$ cat src/rtl/widths_concat_pkg.sv
// Shared types and field positions for the 18-bit concat/replication frame.
// Frame layout, MSB first: {pad[1:0], a[3:0], b[1:0], rep_a[3:0], rep_b[5:0]}.
package widths_concat_pkg;

    localparam int A_W     = 4;
    localparam int B_W     = 2;
    localparam int BEAT_W  = 6;
    localparam int FRAME_W = 18;

    localparam int PAD_MSB  = 17;
    localparam int PAD_LSB  = 16;
    localparam int A_MSB    = 15;
    localparam int A_LSB    = 12;
    localparam int B_MSB    = 11;
    localparam int B_LSB    = 10;
    localparam int REPA_MSB = 9;
    localparam int REPA_LSB = 6;
    localparam int REPB_MSB = 5;
    localparam int REPB_LSB = 0;

    typedef struct packed {
        logic [1:0]     pad;
        logic [A_W-1:0] a;
        logic [B_W-1:0] b;
        logic [A_W-1:0] rep_a;
        logic [5:0]     rep_b;
    } frame_t;

    // Named for the beat the assembler expects next.
    typedef enum logic [1:0] {
        S0 = 2'd0,
        S1 = 2'd1,
        S2 = 2'd2
    } state_t;

endpackage

$ cat src/rtl/widths_concat_repl_check.sv
// Combinational field recovery and padding/replica checks for one frame.
// err_o = {pad_err, rep_a_err, rep_b_err}.
module widths_concat_repl_check
    import widths_concat_pkg::*;
(
    input  frame_t         frame_i,
    output logic [A_W-1:0] a_o,
    output logic [B_W-1:0] b_o,
    output logic [2:0]     err_o
);

    logic pad_err;
    logic rep_a_err;
    logic rep_b_err;

    assign a_o = frame_i.a;
    assign b_o = frame_i.b;

    assign pad_err   = |frame_i.pad;
    assign rep_a_err = frame_i.rep_a != frame_i.a;
    assign rep_b_err = (frame_i.rep_b[5:4] != frame_i.b)
                     | (frame_i.rep_b[3:2] != frame_i.b)
                     | (frame_i.rep_b[1:0] != frame_i.b);

    assign err_o = {pad_err, rep_a_err, rep_b_err};

endmodule

$ cat src/rtl/widths_concat_repl_decoder.sv
// Three-beat frame assembler with registered valid/ready output.
// Optional saturating bad-frame counter: WIDTHS_CONCAT_REPL_DECODER_ERRCNT_EN.
module widths_concat_repl_decoder #(
    parameter int CNT_W = 8
) (
    input  logic             clk,
    input  logic             rst_n,
    input  logic             in_valid,
    output logic             in_ready,
    input  logic             in_sop,
    input  logic [5:0]       in_data,
    output logic             out_valid,
    input  logic             out_ready,
    output logic [3:0]       out_a,
    output logic [1:0]       out_b,
    output logic [2:0]       out_err,
`ifdef WIDTHS_CONCAT_REPL_DECODER_ERRCNT_EN
    output logic [CNT_W-1:0] err_cnt,
`endif
    output logic             frm_err
);

    import widths_concat_pkg::*;

    state_t              state_q, state_d;
    logic [BEAT_W-1:0]   beat0_q, beat0_d;
    logic [BEAT_W-1:0]   beat1_q, beat1_d;
    logic                frm_err_d;
    logic                load;
    logic                accept;

    logic                out_valid_q;
    logic [A_W-1:0]      out_a_q;
    logic [B_W-1:0]      out_b_q;
    logic [2:0]          out_err_q;
    logic                frm_err_q;

    frame_t              frame;
    logic [A_W-1:0]      chk_a;
    logic [B_W-1:0]      chk_b;
    logic [2:0]          chk_err;

    assign frame = frame_t'({beat0_q, beat1_q, in_data});

    widths_concat_repl_check u_check (
        .frame_i (frame),
        .a_o     (chk_a),
        .b_o     (chk_b),
        .err_o   (chk_err)
    );

    // Final beat may only land when the output slot is free or draining.
    assign in_ready = (state_q != S2) || !out_valid_q || out_ready;
    assign accept   = in_valid && in_ready;

    always_comb begin
        state_d   = state_q;
        beat0_d   = beat0_q;
        beat1_d   = beat1_q;
        frm_err_d = 1'b0;
        load      = 1'b0;
        if (accept) begin
            if (in_sop) begin
                beat0_d   = in_data;
                state_d   = S1;
                frm_err_d = (state_q != S0);
            end else begin
                unique case (state_q)
                    S0: frm_err_d = 1'b1;
                    S1: begin
                        beat1_d = in_data;
                        state_d = S2;
                    end
                    S2: begin
                        load    = 1'b1;
                        state_d = S0;
                    end
                    default: state_d = S0;
                endcase
            end
        end
    end

    always_ff @(posedge clk or negedge rst_n) begin
        if (!rst_n) begin
            state_q   <= S0;
            beat0_q   <= '0;
            beat1_q   <= '0;
            frm_err_q <= 1'b0;
        end else begin
            state_q   <= state_d;
            beat0_q   <= beat0_d;
            beat1_q   <= beat1_d;
            frm_err_q <= frm_err_d;
        end
    end

    always_ff @(posedge clk or negedge rst_n) begin
        if (!rst_n) begin
            out_valid_q <= 1'b0;
            out_a_q     <= '0;
            out_b_q     <= '0;
            out_err_q   <= '0;
        end else if (load) begin
            out_valid_q <= 1'b1;
            out_a_q     <= chk_a;
            out_b_q     <= chk_b;
            out_err_q   <= chk_err;
        end else if (out_valid_q && out_ready) begin
            out_valid_q <= 1'b0;
        end
    end

`ifdef WIDTHS_CONCAT_REPL_DECODER_ERRCNT_EN
    logic [CNT_W-1:0] err_cnt_q;

    always_ff @(posedge clk or negedge rst_n) begin
        if (!rst_n) begin
            err_cnt_q <= '0;
        end else if (load && (|chk_err) && (err_cnt_q != {CNT_W{1'b1}})) begin
            err_cnt_q <= err_cnt_q + CNT_W'(1);
        end
    end

    assign err_cnt = err_cnt_q;
`endif

    assign out_valid = out_valid_q;
    assign out_a     = out_a_q;
    assign out_b     = out_b_q;
    assign out_err   = out_err_q;
    assign frm_err   = frm_err_q;

endmodule

$ cat config.mk
export PLATFORM = sky130hd
export DESIGN_NAME = widths_concat_repl_decoder
export DESIGN_NICKNAME = d
export VERILOG_FILES = /design/src/rtl/widths_concat_pkg.sv /design/src/rtl/widths_concat_repl_check.sv /design/src/rtl/widths_concat_repl_decoder.sv
export SDC_FILE = /design/constraint.sdc
export NUM_CORES = 1
export LEC_CHECK = 0
export CAP_MARGIN = 10
export CELL_PAD_IN_SITES_DETAIL_PLACEMENT = 0
export CELL_PAD_IN_SITES_GLOBAL_PLACEMENT = 1
export CORE_MARGIN = 1
export CORE_UTILIZATION = 44
export CTS_BUF_LIST = sky130_fd_sc_hd__clkbuf_16
export CTS_CLUSTER_DIAMETER = 80
export CTS_CLUSTER_SIZE = 25
export DETAILED_ROUTE_END_ITERATION = 10
export GPL_TIMING_DRIVEN = 0
export PLACE_DENSITY = 0.8
export SYNTH_ARGS = -nofsm -noshare
export SYNTH_HDL_FRONTEND = slang
export SYNTH_SLANG_ARGS = --single-unit
$ cat constraint.sdc
create_clock -name clk -period 3.75 [get_ports clk]
set_input_delay 0.375 -clock clk [delete_from_list [all_inputs] [get_ports clk]]
set_output_delay 0.375 -clock clk [all_outputs]
set_load 0.03 [all_outputs]
==> results by group <==
Timing
  • Total negative slack: 0 ns
  • Final Hold Vio Count: 0
  • Slew of the pin with the lowest slew margin: 0.555 ns
  • Max_slew headroom: 62.9%
  • Clk_skew: 0.00210 ns
  • F_max: 480 MHz
  • RSZ-0062 raised after global routing: no
  • Tcrit/Tclk final: 55.6%
  • Fin crit period: 2.08 ns
  • Count of final max-slew check failures: 0
  • Hold_ws: 0.479 ns
  • Final setup fails: 0

Placed design
  • Final HPWL DP: 1.40 mm
  • Area after DPL: 0.00140 mm2
  • Port Buf Inserts: 22
  • Routability Congestion: 0.652

Synth
  • Yosys warning count: 0
  • Post-Syn Instances: 76
  • Post-synthesis mux area share: 23.0%
  • Sequential element share of the synthesized area: 54.8%
  • Distinct cells, synth: 23
  • Post-synthesis cell area: 0.00114 mm2
  • Simple logic cell fraction of the synthesized area: 14.6%
  • Post-Syn Nets: 88
  • Synth Area in Compound Gates: 2.63%
  • FF+latch count, synth: 25
  • Syn_area_per_cell: 15.0 um2
  • Main combinational cell family by area after synthesis: multiplexers
  • Post-Synth Adder-Cell Area: 1.10%
  • Synth Area in XOR/XNOR: 3.07%

Clocking
  • Hold_buf cts: 0
  • TritonCTS buffer count: 3
  • Clock sink total: 25
  • Max clock buf depth: 2
  • Clk_lat worst skew: 0.25 ns
  • # Post-CTS Setup Buffers: 0
  • H-tree levels: 1
  • CTS resizes: 0
  • CTS tree: yes
  • CTS clock-pin slew for the worst setup and hold paths: 0.06 ns
  • CTS root buffer: clkbuf_16

Layout
  • Diodes inserted: 0
  • Commonest non-fill, non-tap cell in the layout: dfrtp_1
  • Layout area overhead: 30.8%
  • Final #Nets: 116
  • # fillers: 213
  • Post-layout util: 60.8%
  • Most frequent cells in the layout: dfrtp_1 (25), clkdlybuf4s50_1 (22), mux2_2 (11), mux2_4 (7), xnor2_1 (4)
  • Layout cells sized above 1: 27.2%
  • Final Cell Area: 0.00149 mm2

Critical path
  • Slowest CP cell: clkdlybuf4s50_1
  • Crit end category: output pin
  • CP max FO: 4
  • Crit path required time: 3.38 ns
  • FF-to-FF path depth: 4
  • CP top delay family: buffers and inverters
  • CP Depth: 3
  • Max stage delay on crit path: 0.68 ns
  • Critical path class: in2out
  • Bufs and invs on worst path: 2
  • Critical Path AT: 1.71 ns
  • CP cell instances: clkdlybuf4s50_1 > nand4bb_4 > clkdlybuf4s50_1
  • Startpoint Class: input pin
  • Most frequent CP cell: clkdlybuf4s50_1

Flow run
  • Max-cap violations: 0

GRT
  • First-pass GRT wire length: 3.32 mm
  • Total track usage: 16.7%
  • Vias in the first global route: 700
  • Largest net degree at the start of global routing: 26
  • Initial antenna violation count: 0
  • Grt ovf: 0

Floorplan
  • Die W: 52.9 um
  • DIE HEIGHT: 52.9 um
  • Row count: 18
  • Die area: 0.00280 mm2
  • Initial core utilization: 46.5%
  • I/O pins: 23
  • Core ar.: 0.00245 mm2

Status
  • Status: completed

Routing
  • Post-DRT Antenna Nets: 0
  • Met2 wire len: 922 um
  • Routed WL: 2.01 mm
  • Top routing layer in use: met4
  • DR WL met3: 58 um
  • Drt wl/cell: 15.1 um
  • Vias per cell: 5.18
  • Number of remaining DRC errors: 0
  • Initial DRC count: 10
  • Via count: 689
  • DR pass1 iterations: 3
  • Metal1 wirelength: 1.01 mm

Power
  • Cell Int Power: 0.000719 W
  • Sw power: 0.000334 W
  • Pwr Density: 706 mW/mm2
  • Comb pwr share: 37.1%
  • P_leak: 0.652 nW
  • Net Sw Frac: 31.7%
  • Clk network pwr share: 21.9%
  • Register share of total power: 40.9%
  • Max IR drop VDD: 0.452 mV

Min path
  • Type of the worst min-delay path: in2async
-- kinds of logic (layout without fill, tap and decap cells) --
logic type      after synthesis  in the layout
compound gates                5              5
xor+xnor                      4              4
fa+ha+maj                     1              1
buf+inv                       2             29
flops                        25             25
mux                          21             21
simple gates                 18             18
-- worst reg2reg max path, stage by stage, from the launching register on --
cell,delay (ns)
dfrtp_1,0.48
nor2_1,0.07
ha_1,0.17
and3b_1,0.24
mux2_2,0.34
-- through the flow --
step	setup slack, ns	instances	total power (W)
CTS	1.66	132	0.00106
finish	1.67	133	0.00105
global placement	1.67	128	0.000818
global route	1.63	133	0.00111
detailed placement	1.65	128	0.000828
floorplan	2.29	76	0.000677
-- metal layers --
layer	global-route usage, %	vias to the layer above
li1	-	335
met1	22.4	341
met2	27.0	11
met3	2.59	2
met4	6.58	0
met5	0	-
-- worst paths after layout --
check	to	slack, ns	from
max in group asynchronous	out_err[2]$_DFFE_PN0P_	2.78	rst_n
worst max register to register	state_q[0]$_DFFE_PN0P_	2.34	state_q[1]$_DFFE_PN0P_
worst min-delay path	out_err[1]$_DFFE_PN0P_	0.48	rst_n
worst max-delay path	in_ready	1.67	out_ready
min in group clk	out_a[2]$_DFFE_PN0P_	0.51	out_a[2]$_DFFE_PN0P_
worst min register to register	out_a[2]$_DFFE_PN0P_	0.51	out_a[2]$_DFFE_PN0P_
-- power by group through the flow --
stage	clock [W]	sequential [W]	combinational, W
3_3_place_gp	0	0.000432	0.000386
2_1_floorplan	0	0.000524	0.000154
4_1_cts	0.000238	0.000433	0.000394
3_5_place_dp	0	0.000437	0.000391
5_1_grt	0.000248	0.000445	0.000419
6_report	0.000231	0.000431	0.000391
-- Yosys cell counts --
library cell | n | share of area (%)
mux2_4 | 7 | 9.2
or4_1 | 2 | 1.3
ha_1 | 1 | 1.1
nand2_8 | 1 | 1.8
nand2_1 | 2 | 0.66
buf_2 | 1 | 0.44
and4bb_4 | 1 | 1.4
a21oi_1 | 2 | 0.88
nand4_1 | 3 | 1.6
xnor2_1 | 4 | 3.1
nor2_1 | 3 | 0.99
a22oi_1 | 1 | 0.66
nand4bb_4 | 1 | 2.4
mux2_1 | 3 | 3.0
a31oi_1 | 2 | 1.1
nor3b_1 | 1 | 0.66
mux2_2 | 11 | 11
and3b_1 | 1 | 0.77
dfrtp_1 | 25 | 55
nand3_2 | 1 | 0.88
inv_1 | 1 | 0.33
and4bb_1 | 1 | 1.1
or2b_4 | 1 | 0.99
-- state kept, by name (all words and copies together), names as in the netlist --
| signal | cells |
|---|---|
| out_err | 3 |
| frm_err | 1 |
| out_valid | 1 |
| out_b | 2 |
| beat1_q | 6 |
| out_a | 4 |
| beat0_q | 6 |
| state_q | 2 |
-- area by class of cell --
cell class	count	area, um2	share of cell area [%]
buffer	1	5.00	0.335
clock buffer	3	75.1	5.03
clock inverter	1	3.75	0.251
inverter	1	3.75	0.251
multi-input combinational	49	507	33.9
sequential	25	626	41.9
tap	30	37.5	2.51
timing repair buffer	23	235	15.8
Note: power is estimated with default switching activity, not from simulation.
